==> config.mk <==
export PLATFORM = sky130hd
export DESIGN_NAME = rf_wb_arbiter_flat
export DESIGN_NICKNAME = d
export VERILOG_FILES = /design/src/rtl/rf_wb_pkg.sv /design/src/rtl/rf_wb_arbiter_if.sv /design/src/rtl/rf_wb_arbiter_fifo.sv /design/src/rtl/rf_wb_arbiter.sv /design/src/flat_wrapper.sv
export SDC_FILE = /design/constraint.sdc
export NUM_CORES = 1
export LEC_CHECK = 0
export CAP_MARGIN = 10
export CORE_UTILIZATION = 35
export CTS_CLUSTER_DIAMETER = 80
export CTS_CLUSTER_SIZE = 12
export DETAILED_ROUTE_END_ITERATION = 8
export PLACE_DENSITY = 0.68
export SLEW_MARGIN = 20
export SYNTH_ARGS = -nofsm -noshare
export SYNTH_HDL_FRONTEND = slang
export SYNTH_SLANG_ARGS = --single-unit
==> constraint.sdc <==
create_clock -name clk -period 7.1 [get_ports clk]
set_clock_uncertainty 0.1 [all_clocks]
set_input_delay 1.42 -clock clk [delete_from_list [all_inputs] [get_ports clk]]
set_output_delay 1.42 -clock clk [all_outputs]
set_load 0.05 [all_outputs]
==> src/rtl/rf_wb_pkg.sv <==
// rf_wb_pkg: shared types and constants for the register-file writeback
// arbiter (rf_wb_arbiter) and its write buffer (wb_fifo).
//   XLEN     : datapath width used by the wb_req_t payload.
//   REG_ZERO : architectural x0, never written.
//   wb_req_t : {rd, data} writeback request, used for ALU input and FIFO entries.
// The arbiter's XLEN parameter must equal XLEN here, because the FIFO entry type is fixed by this package.
package rf_wb_pkg;

    localparam int XLEN = 32;
    localparam logic [4:0] REG_ZERO = 5'd0;

    typedef struct packed {
        logic [4:0]      rd;
        logic [XLEN-1:0] data;
    } wb_req_t;

endpackage

==> src/rtl/rf_wb_arbiter_if.sv <==
// rf_wb_arbiter_if: writeback-port bundle between the core and rf_wb_arbiter.
//   ALU source    : alu_valid/alu_ready/alu_rd/alu_data (valid/ready handshake)
//   load source   : ld_valid/ld_rd/ld_data (never stalled)
//   regfile port  : rf_we/rf_a3/rf_wd (we3/a3/wd3)
//   hazard query  : q_a1/q_a2 in, pend1/pend2/byp1/byp2 out
//   status        : occ (write-buffer occupancy)
// modport master = core side (drives requests), slave = arbiter side.
interface rf_wb_arbiter_if #(
    parameter int XLEN  = 32,
    parameter int DEPTH = 2
);
    localparam int OCC_W = $clog2(DEPTH) + 1;

    logic             alu_valid;
    logic             alu_ready;
    logic [4:0]       alu_rd;
    logic [XLEN-1:0]  alu_data;
    logic             ld_valid;
    logic [4:0]       ld_rd;
    logic [XLEN-1:0]  ld_data;
    logic             rf_we;
    logic [4:0]       rf_a3;
    logic [XLEN-1:0]  rf_wd;
    logic [4:0]       q_a1;
    logic [4:0]       q_a2;
    logic             pend1;
    logic             pend2;
    logic [XLEN-1:0]  byp1;
    logic [XLEN-1:0]  byp2;
    logic [OCC_W-1:0] occ;

    modport master (
        output alu_valid, alu_rd, alu_data, ld_valid, ld_rd, ld_data, q_a1, q_a2,
        input  alu_ready, rf_we, rf_a3, rf_wd, pend1, pend2, byp1, byp2, occ
    );

    modport slave (
        input  alu_valid, alu_rd, alu_data, ld_valid, ld_rd, ld_data, q_a1, q_a2,
        output alu_ready, rf_we, rf_a3, rf_wd, pend1, pend2, byp1, byp2, occ
    );

endinterface

==> src/rtl/rf_wb_arbiter_fifo.sv <==
// wb_fifo: DEPTH-entry synchronous FIFO holding ALU writes that lost the
// regfile port to a load.
//   clk, reset          : clock, synchronous active-high reset (empties FIFO)
//   push, push_req      : enqueue request at the tail
//   pop                 : dequeue the head
//   head                : current head entry (valid when occ != 0)
//   occ                 : occupancy 0..DEPTH
//   view_rd / view_vld  : entries ordered oldest (index 0) to youngest
//   view_data           : matching data view, only with RF_WB_BYPASS_EN
// Caller guarantees no push when full without a simultaneous pop and no
// pop when empty.
module wb_fifo
    import rf_wb_pkg::*;
#(
    parameter  int DEPTH = 2,
    localparam int PTR_W = $clog2(DEPTH),
    localparam int OCC_W = PTR_W + 1
) (
    input  logic                       clk,
    input  logic                       reset,
    input  logic                       push,
    input  wb_req_t                    push_req,
    input  logic                       pop,
    output wb_req_t                    head,
    output logic [OCC_W-1:0]           occ,
    output logic [DEPTH-1:0][4:0]      view_rd,
`ifdef RF_WB_BYPASS_EN
    output logic [DEPTH-1:0][XLEN-1:0] view_data,
`endif
    output logic [DEPTH-1:0]           view_vld
);

    wb_req_t          mem [DEPTH];
    logic [PTR_W-1:0] wr_ptr;
    logic [PTR_W-1:0] rd_ptr;

    // Pointers wrap naturally since DEPTH is a power of two. When full
    // with push and pop together, wr_ptr == rd_ptr: the head is read
    // combinationally this cycle and overwritten at the edge.
    always_ff @(posedge clk) begin
        if (reset) begin
            wr_ptr <= '0;
            rd_ptr <= '0;
            occ    <= '0;
        end else begin
            if (push) begin
                mem[wr_ptr] <= push_req;
                wr_ptr      <= wr_ptr + PTR_W'(1);
            end
            if (pop)
                rd_ptr <= rd_ptr + PTR_W'(1);
            if (push && !pop)
                occ <= occ + OCC_W'(1);
            else if (pop && !push)
                occ <= occ - OCC_W'(1);
        end
    end

    assign head = mem[rd_ptr];

    // Age-ordered view so match logic can pick the youngest hit by index.
    always_comb begin
        logic [PTR_W-1:0] idx;
        view_rd  = '0;
        view_vld = '0;
`ifdef RF_WB_BYPASS_EN
        view_data = '0;
`endif
        for (int k = 0; k < DEPTH; k++) begin
            idx         = rd_ptr + PTR_W'(k);
            view_rd[k]  = mem[idx].rd;
            view_vld[k] = OCC_W'(k) < occ;
`ifdef RF_WB_BYPASS_EN
            view_data[k] = mem[idx].data;
`endif
        end
    end

endmodule

==> src/rtl/rf_wb_arbiter.sv <==
// rf_wb_arbiter: shares the single regfile write port between the ALU
// writeback (valid/ready) and the BRAM load return (never stalled, always
// wins). ALU writes that lose are buffered in wb_fifo; pend1/pend2 tell
// the hazard unit that a queued write targets a decode read address.
//   clk, reset : clock, synchronous active-high reset
//   bus        : rf_wb_arbiter_if.slave (ALU/load sources, regfile port,
//                hazard query, occupancy)
// Port priority: load > FIFO head > ALU cut-through.
// Optional feature macro RF_WB_BYPASS_EN: byp1/byp2 forward the youngest
// queued data matching q_a1/q_a2; when undefined they are tied to 0.
module rf_wb_arbiter
    import rf_wb_pkg::*;
#(
    parameter int DEPTH = 2,
    parameter int XLEN  = rf_wb_pkg::XLEN
) (
    input  logic           clk,
    input  logic           reset,
    rf_wb_arbiter_if.slave bus
);

    localparam int OCC_W = $clog2(DEPTH) + 1;

    wb_req_t                    alu_req;
    wb_req_t                    head;
    logic [OCC_W-1:0]           occ;
    logic [DEPTH-1:0][4:0]      view_rd;
    logic [DEPTH-1:0]           view_vld;
`ifdef RF_WB_BYPASS_EN
    logic [DEPTH-1:0][XLEN-1:0] view_data;
`endif
    logic                       empty;
    logic                       full;
    logic                       ready;
    logic                       cut;
    logic                       push;
    logic                       pop;
    logic                       hit1;
    logic                       hit2;
    logic [XLEN-1:0]            byp1_d;
    logic [XLEN-1:0]            byp2_d;

    assign alu_req = {bus.alu_rd, bus.alu_data};
    assign empty   = (occ == '0);
    assign full    = (occ == OCC_W'(DEPTH));

    // A full FIFO can still accept when no load is present, because the
    // head pops in the same cycle.
    always_comb begin
        ready = !reset && (!full || !bus.ld_valid);
        cut   = !reset && !bus.ld_valid && empty && bus.alu_valid;
        pop   = !reset && !bus.ld_valid && !empty;
        push  = bus.alu_valid && ready && !cut && (bus.alu_rd != REG_ZERO);
    end

    always_comb begin
        bus.rf_we = 1'b0;
        bus.rf_a3 = REG_ZERO;
        bus.rf_wd = '0;
        if (!reset) begin
            if (bus.ld_valid) begin
                // x0 loads still consume the slot, just without a write.
                bus.rf_we = (bus.ld_rd != REG_ZERO);
                bus.rf_a3 = bus.ld_rd;
                bus.rf_wd = bus.ld_data;
            end else if (!empty) begin
                bus.rf_we = 1'b1;
                bus.rf_a3 = head.rd;
                bus.rf_wd = head.data;
            end else if (bus.alu_valid) begin
                bus.rf_we = (bus.alu_rd != REG_ZERO);
                bus.rf_a3 = bus.alu_rd;
                bus.rf_wd = bus.alu_data;
            end
        end
    end

    assign bus.alu_ready = ready;
    assign bus.occ       = occ;

    wb_fifo #(.DEPTH(DEPTH)) u_fifo (
        .clk      (clk),
        .reset    (reset),
        .push     (push),
        .push_req (alu_req),
        .pop      (pop),
        .head     (head),
        .occ      (occ),
        .view_rd  (view_rd),
`ifdef RF_WB_BYPASS_EN
        .view_data(view_data),
`endif
        .view_vld (view_vld)
    );

    // Later (younger) entries override earlier ones, so the forwarded
    // value is the one that will end up in the regfile.
    always_comb begin
        hit1   = 1'b0;
        hit2   = 1'b0;
        byp1_d = '0;
        byp2_d = '0;
        for (int k = 0; k < DEPTH; k++) begin
            if (view_vld[k] && view_rd[k] == bus.q_a1) begin
                hit1 = 1'b1;
`ifdef RF_WB_BYPASS_EN
                byp1_d = view_data[k];
`endif
            end
            if (view_vld[k] && view_rd[k] == bus.q_a2) begin
                hit2 = 1'b1;
`ifdef RF_WB_BYPASS_EN
                byp2_d = view_data[k];
`endif
            end
        end
    end

    assign bus.pend1 = !reset && (bus.q_a1 != REG_ZERO) && hit1;
    assign bus.pend2 = !reset && (bus.q_a2 != REG_ZERO) && hit2;
    assign bus.byp1  = bus.pend1 ? byp1_d : '0;
    assign bus.byp2  = bus.pend2 ? byp2_d : '0;

endmodule

==> src/flat_wrapper.sv <==
// flat-port wrapper written by rule: the top's interface ports become plain ports
module rf_wb_arbiter_flat import rf_wb_pkg::*;
#(
    parameter int DEPTH = 2,
    parameter int XLEN  = rf_wb_pkg::XLEN
)
  (clk, reset, bus_alu_valid, bus_alu_rd, bus_alu_data, bus_ld_valid, bus_ld_rd, bus_ld_data, bus_q_a1, bus_q_a2, bus_alu_ready, bus_rf_we, bus_rf_a3, bus_rf_wd, bus_pend1, bus_pend2, bus_byp1, bus_byp2, bus_occ);
  rf_wb_arbiter_if #(.XLEN(XLEN), .DEPTH(DEPTH)) bus_i ();
  input  logic clk;
  input  logic reset;
  input wire logic [$bits(bus_i.alu_valid)-1:0] bus_alu_valid;
  input wire logic [$bits(bus_i.alu_rd)-1:0] bus_alu_rd;
  input wire logic [$bits(bus_i.alu_data)-1:0] bus_alu_data;
  input wire logic [$bits(bus_i.ld_valid)-1:0] bus_ld_valid;
  input wire logic [$bits(bus_i.ld_rd)-1:0] bus_ld_rd;
  input wire logic [$bits(bus_i.ld_data)-1:0] bus_ld_data;
  input wire logic [$bits(bus_i.q_a1)-1:0] bus_q_a1;
  input wire logic [$bits(bus_i.q_a2)-1:0] bus_q_a2;
  output wire logic [$bits(bus_i.alu_ready)-1:0] bus_alu_ready;
  output wire logic [$bits(bus_i.rf_we)-1:0] bus_rf_we;
  output wire logic [$bits(bus_i.rf_a3)-1:0] bus_rf_a3;
  output wire logic [$bits(bus_i.rf_wd)-1:0] bus_rf_wd;
  output wire logic [$bits(bus_i.pend1)-1:0] bus_pend1;
  output wire logic [$bits(bus_i.pend2)-1:0] bus_pend2;
  output wire logic [$bits(bus_i.byp1)-1:0] bus_byp1;
  output wire logic [$bits(bus_i.byp2)-1:0] bus_byp2;
  output wire logic [$bits(bus_i.occ)-1:0] bus_occ;
  assign bus_i.alu_valid = bus_alu_valid;
  assign bus_i.alu_rd = bus_alu_rd;
  assign bus_i.alu_data = bus_alu_data;
  assign bus_i.ld_valid = bus_ld_valid;
  assign bus_i.ld_rd = bus_ld_rd;
  assign bus_i.ld_data = bus_ld_data;
  assign bus_i.q_a1 = bus_q_a1;
  assign bus_i.q_a2 = bus_q_a2;
  assign bus_alu_ready = bus_i.alu_ready;
  assign bus_rf_we = bus_i.rf_we;
  assign bus_rf_a3 = bus_i.rf_a3;
  assign bus_rf_wd = bus_i.rf_wd;
  assign bus_pend1 = bus_i.pend1;
  assign bus_pend2 = bus_i.pend2;
  assign bus_byp1 = bus_i.byp1;
  assign bus_byp2 = bus_i.byp2;
  assign bus_occ = bus_i.occ;
  rf_wb_arbiter #(.DEPTH(DEPTH), .XLEN(XLEN)) u_core (.clk(clk), .reset(reset), .bus(bus_i));
endmodule
* After elaboration in Yosys (flattened, before gate mapping) *
Memory sizes are Yosys's and may differ from the RTL's. A register that Yosys moved wholly into a read port is not among the register bits.
Index checks and enable logic that the tools add are counted.

word-level totals
  register bits = 4
  memory bits (writable) = 74
  input bits = 88
  output and inout port bits = 107
  logic and storage cells = 70
  memories kept = 1

operators by class
  add/sub/neg operators = 4
  magnitude comparators = 2
  eq/ne operators = 5
  mux-type cells = 23
  reductions and logical operators = 32

memory list
  name               depth  bits a word  read ports  clocked after Yosys merged registers in  write ports  line                      text
  u_core.u_fifo.mem  2      37           2           1                                        1            rf_wb_arbiter_fifo.sv:33  wb_req_t mem [DEPTH];

operators with widths
  operator                                                   count
  two-way mux 32 bit                                         4
  == test 5 bit                                              4
  two-way mux 5 bit                                          4
  nonzero test 5 bit                                         4
  logical AND 1 bit                                          18
  two-way mux 1 bit                                          13
  logical NOT 1 bit                                          7
  less-than comparator 1 x 2 -> 1 bit, first input constant  2
  two-way mux 2 bit                                          2
  adder 1 bit, second input constant                         2
  adder 2 x 1 -> 2 bit, second input constant                1
  == test 2 bit, second input constant                       1
  logical NOT 2 bit                                          1
  nonzero test 2 bit                                         1
  subtractor 2 x 1 -> 2 bit, second input constant           1
  logical OR 1 bit                                           1

* Logic depth before layout (Yosys ltp) *
  depth in word-level cells = 11
  mapped depth = 11
  depth with buffers taken out = 10

* Cells and area by module *
From an unflattened synthesis, not the netlist that was laid out.

unflattened totals
  cells, all modules = 354
  area total of the unflattened synthesis = 4603.2 um^2

by module, submodules not included
  module         times used  cells an instance  area each (um^2)  seq. area each (um^2)
  wb_fifo        1           151                3159.3            2322.2
  rf_wb_arbiter  1           203                1443.9            0.0

* Worst setup path after synthesis *
No wires, ideal clock.

  path kind = input port to flip-flop
  start = in bus_ld_valid
  end = mem u_core.u_fifo.mem[1][0] (netlist name) (enable)
  setup time = 0.431 ns
  arrival time = 4.421 ns
  path slack = 2.148 ns
  stages on the path = 4
  buffers on the path = 1
  path through = buf_2 > a21oi_1 > or3b_4 > nor2_1

between the ends
  elaborated cells between the ends (all ways) = 13
  those cells by class = mux: 3; reduce/logical: 10

RTL lines
  element                                  line                      text
  from (decl)                              flat_wrapper.sv:14        input wire logic [$bits(bus_i.ld_valid)-1:0] bus_ld_valid;
  logical NOT 1 bit                        rf_wb_arbiter.sv:50       ready = !reset && (!full || !bus.ld_valid);
  logical OR 1 bit                         rf_wb_arbiter.sv:50
  logical AND 1 bit                        rf_wb_arbiter.sv:50
  net bus_alu_ready                        flat_wrapper.sv:19        output wire logic [$bits(bus_i.alu_ready)-1:0] bus_alu_ready;
  logical AND 1 bit (3 in series)          rf_wb_arbiter.sv:53       push = bus.alu_valid && ready && !cut && (bus.alu_rd != REG_ZERO);
  two-way mux 1 bit                        rf_wb_arbiter_fifo.sv:46  if (push) begin
  two-way mux 1 bit                        rf_wb_arbiter_fifo.sv:41  if (reset) begin
  two-way mux 1 bit (implied by the code)  rf_wb_arbiter_fifo.sv:47  mem[wr_ptr] <= push_req;
  to (decl)                                rf_wb_arbiter_fifo.sv:33

The timed path passes the listed nets, and every way through them passes these cells.

* Worst setup path in the final report *
  start = in bus_alu_valid
  end = out bus_rf_wd[2]

between the ends
  word-level cells in the longest chain between the ends = 4

RTL lines
  element             line                 text
  from (decl)         flat_wrapper.sv:11   input wire logic [$bits(bus_i.alu_valid)-1:0] bus_alu_valid;
  two-way mux 32 bit  rf_wb_arbiter.sv:70  end else if (bus.alu_valid) begin
  two-way mux 32 bit  rf_wb_arbiter.sv:66  end else if (!empty) begin
  two-way mux 32 bit  rf_wb_arbiter.sv:61  if (bus.ld_valid) begin
  two-way mux 32 bit  rf_wb_arbiter.sv:60  if (!reset) begin
  to (decl)           flat_wrapper.sv:22   output wire logic [$bits(bus_i.rf_wd)-1:0] bus_rf_wd;

Every way passes these cells.

==> results.py <==
metrics = {
    "power_and_ir_drop": {
        "finalPower_mw": 1.62,
        "power.internal_mw": 1.05,
        "combPwrFrac_pct": 34.7,
        "power.clock.fraction_pct": 30.5,
        "p_seq_share_pct": 34.8,
        "peakVddDrop_v": 0.000140,
        "p_sw_mw": 0.570,
        "p_sw_share_pct": 35.2,
        "power_density_nw_per_um2": 259,
        "p_leak_nw": 2.30,
    },
    "timing": {
        "worst_slew_pin_slew_ns": 0.895,
        "period_needed_ns": 5.54,
        "tns_ns": 0,
        "maxSlewViolCount": 0,
        "rsz0062_at_grt": "false",
        "period_share_pct": 78.1,
        "setup_violations": 0,
        "fmax_ghz": 0.180,
        "setup_slack_ns": 1.56,
        "slew_headroom_pct": 40.4,
        "hold_viol": 0,
    },
    "synth": {
        "synth_top_cell_by_area": "edfxtp_1",
        "ys_warn_count": 0,
        "avgSynthCellArea_um2": 11.0,
        "synth_seq_cells": 79,
        "synth_mux_area_share_pct": 17.5,
        "synth_top_family_by_area": "multiplexers",
        "netlist_area_um2": 4690,
        "synthDistinctLibCells": 35,
        "ys_top_cells_by_area": "edfxtp_1 (47%), mux2i_1 (16%), buf_4 (10%)",
        "synth_fa_ha_area_share_pct": 1.07,
        "synth-xor-area-share_pct": 4.11,
        "netlist.area_leader.share_pct": 47.4,
        "synth_compound_area_share_pct": 5.41,
        "synth-simple-area-share_pct": 9.26,
        "ys_seq_area_share_pct": 49.5,
        "syn-instance-count": 425,
    },
    "setup_path": {
        "r2r-start": "u_core.u_fifo.occ[1]",
        "end_kind": "output port",
        "crit_path_start": "bus_alu_valid",
        "startpoint_type": "input pin",
        "endpoint": "bus_rf_wd[2]",
        "r2r_setup_slack_ns": 4.18,
        "worstPathRequired_ns": 5.58,
        "rr_worst_depth": 7,
        "path_class": "input pin to output port",
        "critPathMaxFanout": 23,
        "r2r_end": "u_core.u_fifo.mem[0][28]",
        "crit_arrival_ns": 4.02,
    },
    "job": {
        "drv_cap": 0,
    },
    "floorplanning": {
        "initial_core_util_pct": 36.6,
        "rows": 41,
        "ioPinCount": 195,
        "coreArea_um2": 12800,
        "die_w_um": 118,
        "die_h_um": 118,
        "die_area_um2": 13900,
    },
    "route": {
        "drt_first_pass_iters": 6,
        "ant_nets": 0,
        "vias": 3324,
        "wirelength_um": 10700,
        "avgRoutedWirePerCell_um": 14.8,
        "drtIter0Drc": 155,
        "route.detailed.drc": 0,
        "vias_per_cell": 4.59,
    },
    "cells_and_area": {
        "drive_above_1_share_pct": 5.62,
        "fillers": 1192,
        "antenna_cells": 0,
        "nNetsFinal": 639,
        "syn_to_final_growth_pct": 33.3,
    },
    "clock_tree": {
        "clkTransAtPathRegs_ns": 0.06,
        "cts_setup_buffers": 0,
        "ctsResizeCount": 0,
        "hold_buffers": 0,
        "numCtsBuffers": 9,
        "clock-sinks": 79,
        "cts.path.max_buffers": 2,
        "root_buffer": "clkbuf_16",
        "clk_latency_ns": 0.33,
        "cts_tree": "yes",
        "htreeDepth": 3,
    },
    "grt": {
        "grt_pass1_vias": 3227,
        "grt_pass1_wl_um": 16900,
        "gr-usage-met3_pct": 2.86,
        "grt_util_met2_pct": 27.4,
        "use_met1_pct": 19.3,
        "grt_busiest_layer": "met2",
        "grt_max_degree": 48,
        "antenna_found_initial": 0,
        "grt_use_total_pct": 15.6,
        "grt_overflow": 0,
    },
    "place": {
        "globalplace.congestion": 0.813,
        "dp_hpwl_um": 7540,
        "pre_cts_ws_ns": 1.56,
        "io_buffers": 130,
    },
    "outcome": {
        "outcome": "finished clean",
    },
    "hold_path": {
        "hold_class": "flip-flop to flip-flop",
    },
}
==> routing by layer <==
metal  part of all wire, %  vias to the layer above
met5                     0                        -
met4                  0.68                        0
met3                   6.0                        6
met2                    49                      162
met1                    44                     1545
li1                      -                     1611
==> worst max-delay path, stage by stage <==
cell	delay, ns
clkdlybuf4s50_1	0.49
and2_1	0.48
buf_4	0.38
nand2_1	0.08
o21ai_0	0.11
mux2i_1	0.11
nor2_1	0.11
clkdlybuf4s50_1	0.82
==> final cells by class <==
type	instances	area [um2]	area share, %
Inverter	4	15.0	0.240
Clock inverter	6	93.8	1.50
Multi-Input combinational cell	317	2010	32.1
Tap cell	172	215	3.44
Timing Repair Buffer	136	1370	21.9
Sequential cell	79	2320	37.2
Clock buffer	10	229	3.66
==> cell usage in the layout (no fill, tap or decap), types with 4 or more instances in the layout <==
| cell type | instances |
|---|---|
| xor2_1 | 16 |
| o21ai_0 | 37 |
| clkdlybuf4s50_1 | 128 |
| nand2_1 | 35 |
| edfxtp_1 | 74 |
| xnor2_1 | 6 |
| inv_1 | 4 |
| clkbuf_16 | 9 |
| a21oi_1 | 6 |
| conb_1 | 64 |
| buf_4 | 4 |
| nand4_1 | 4 |
| nor2_1 | 43 |
| mux2i_1 | 74 |
| dfxtp_1 | 4 |
| ha_1 | 4 |
==> per-stage QoR <==
| stage | instance area [um2] | util [%] | std cells | hold WS (ns) |
|---|---|---|---|---|
| global route | 6250 | 48.7 | 724 | 0.546 |
| floorplan | 4930 | - | 488 | 0.488 |
| detailed placement | 5880 | 45.9 | 706 | 0.462 |
| global placement | 5880 | 45.9 | 706 | 0.460 |
| finish | 6250 | 48.7 | 724 | 0.480 |
| CTS | 6200 | 48.4 | 722 | 0.482 |
==> flip-flops by register name, indices dropped and copies added (netlist names), named ones only <==
name	cells
u_core.u_fifo.mem	74
u_core.u_fifo.wr_ptr	1
u_core.u_fifo.occ	2
u_core.u_fifo.rd_ptr	1
==> power groups by stage <==
stage	Sequential (mW)	Combinational, mW	Clock (mW)
detailed placement	0.574	0.560	0
floorplan	0.567	0.423	0
finish	0.563	0.562	0.493
global route	0.566	0.602	0.519
global placement	0.573	0.556	0
CTS	0.564	0.563	0.502
==> kinds of logic (layout without fill, tap and decap cells) <==
| group | Yosys count | after routing |
|---|---|---|
| adder cells (fa/ha/maj) | 4 | 4 |
| XOR/XNOR | 22 | 22 |
| multiplexers | 78 | 78 |
| AO/OA/AOI/OAI | 49 | 49 |
| AND/OR/NAND/NOR | 100 | 100 |
| other | 1 | 64 |
| flip-flops | 79 | 79 |
| buffers and inverters | 92 | 156 |
==> how the worst min path moves through the flow <==
stage | endpoint | cells past startpoint | start
after floorplan | u_core.u_fifo.wr_ptr | 3 | u_core.u_fifo.wr_ptr
after global placement | u_core.u_fifo.occ[0] | 2 | u_core.u_fifo.occ[0]
after detailed placement | u_core.u_fifo.occ[0] | 2 | u_core.u_fifo.occ[0]
after CTS | u_core.u_fifo.occ[0] | 2 | u_core.u_fifo.occ[0]
after global routing | u_core.u_fifo.occ[0] | 2 | u_core.u_fifo.occ[0]
final | u_core.u_fifo.occ[0] | 2 | u_core.u_fifo.occ[0]
==> cells in the mapped netlist, drive strengths merged <==
cell type / number
inv: 4
or4: 1
xor2: 16
o21ai: 40
conb: 1
nor2b: 2
nor2: 45
dfxtp: 5
or3b: 1
a211oi: 1
a21o: 1
or3: 2
nor4: 3
a221oi: 1
nand4: 4
edfxtp: 74
clkbuf: 14
ha: 4
nor3: 3
buf: 74
mux2i: 78
a21oi: 6
nand4b: 2
and2: 1
xnor2: 6
nand2: 35
nand3: 1
Power figures use the tool's default switching activity.
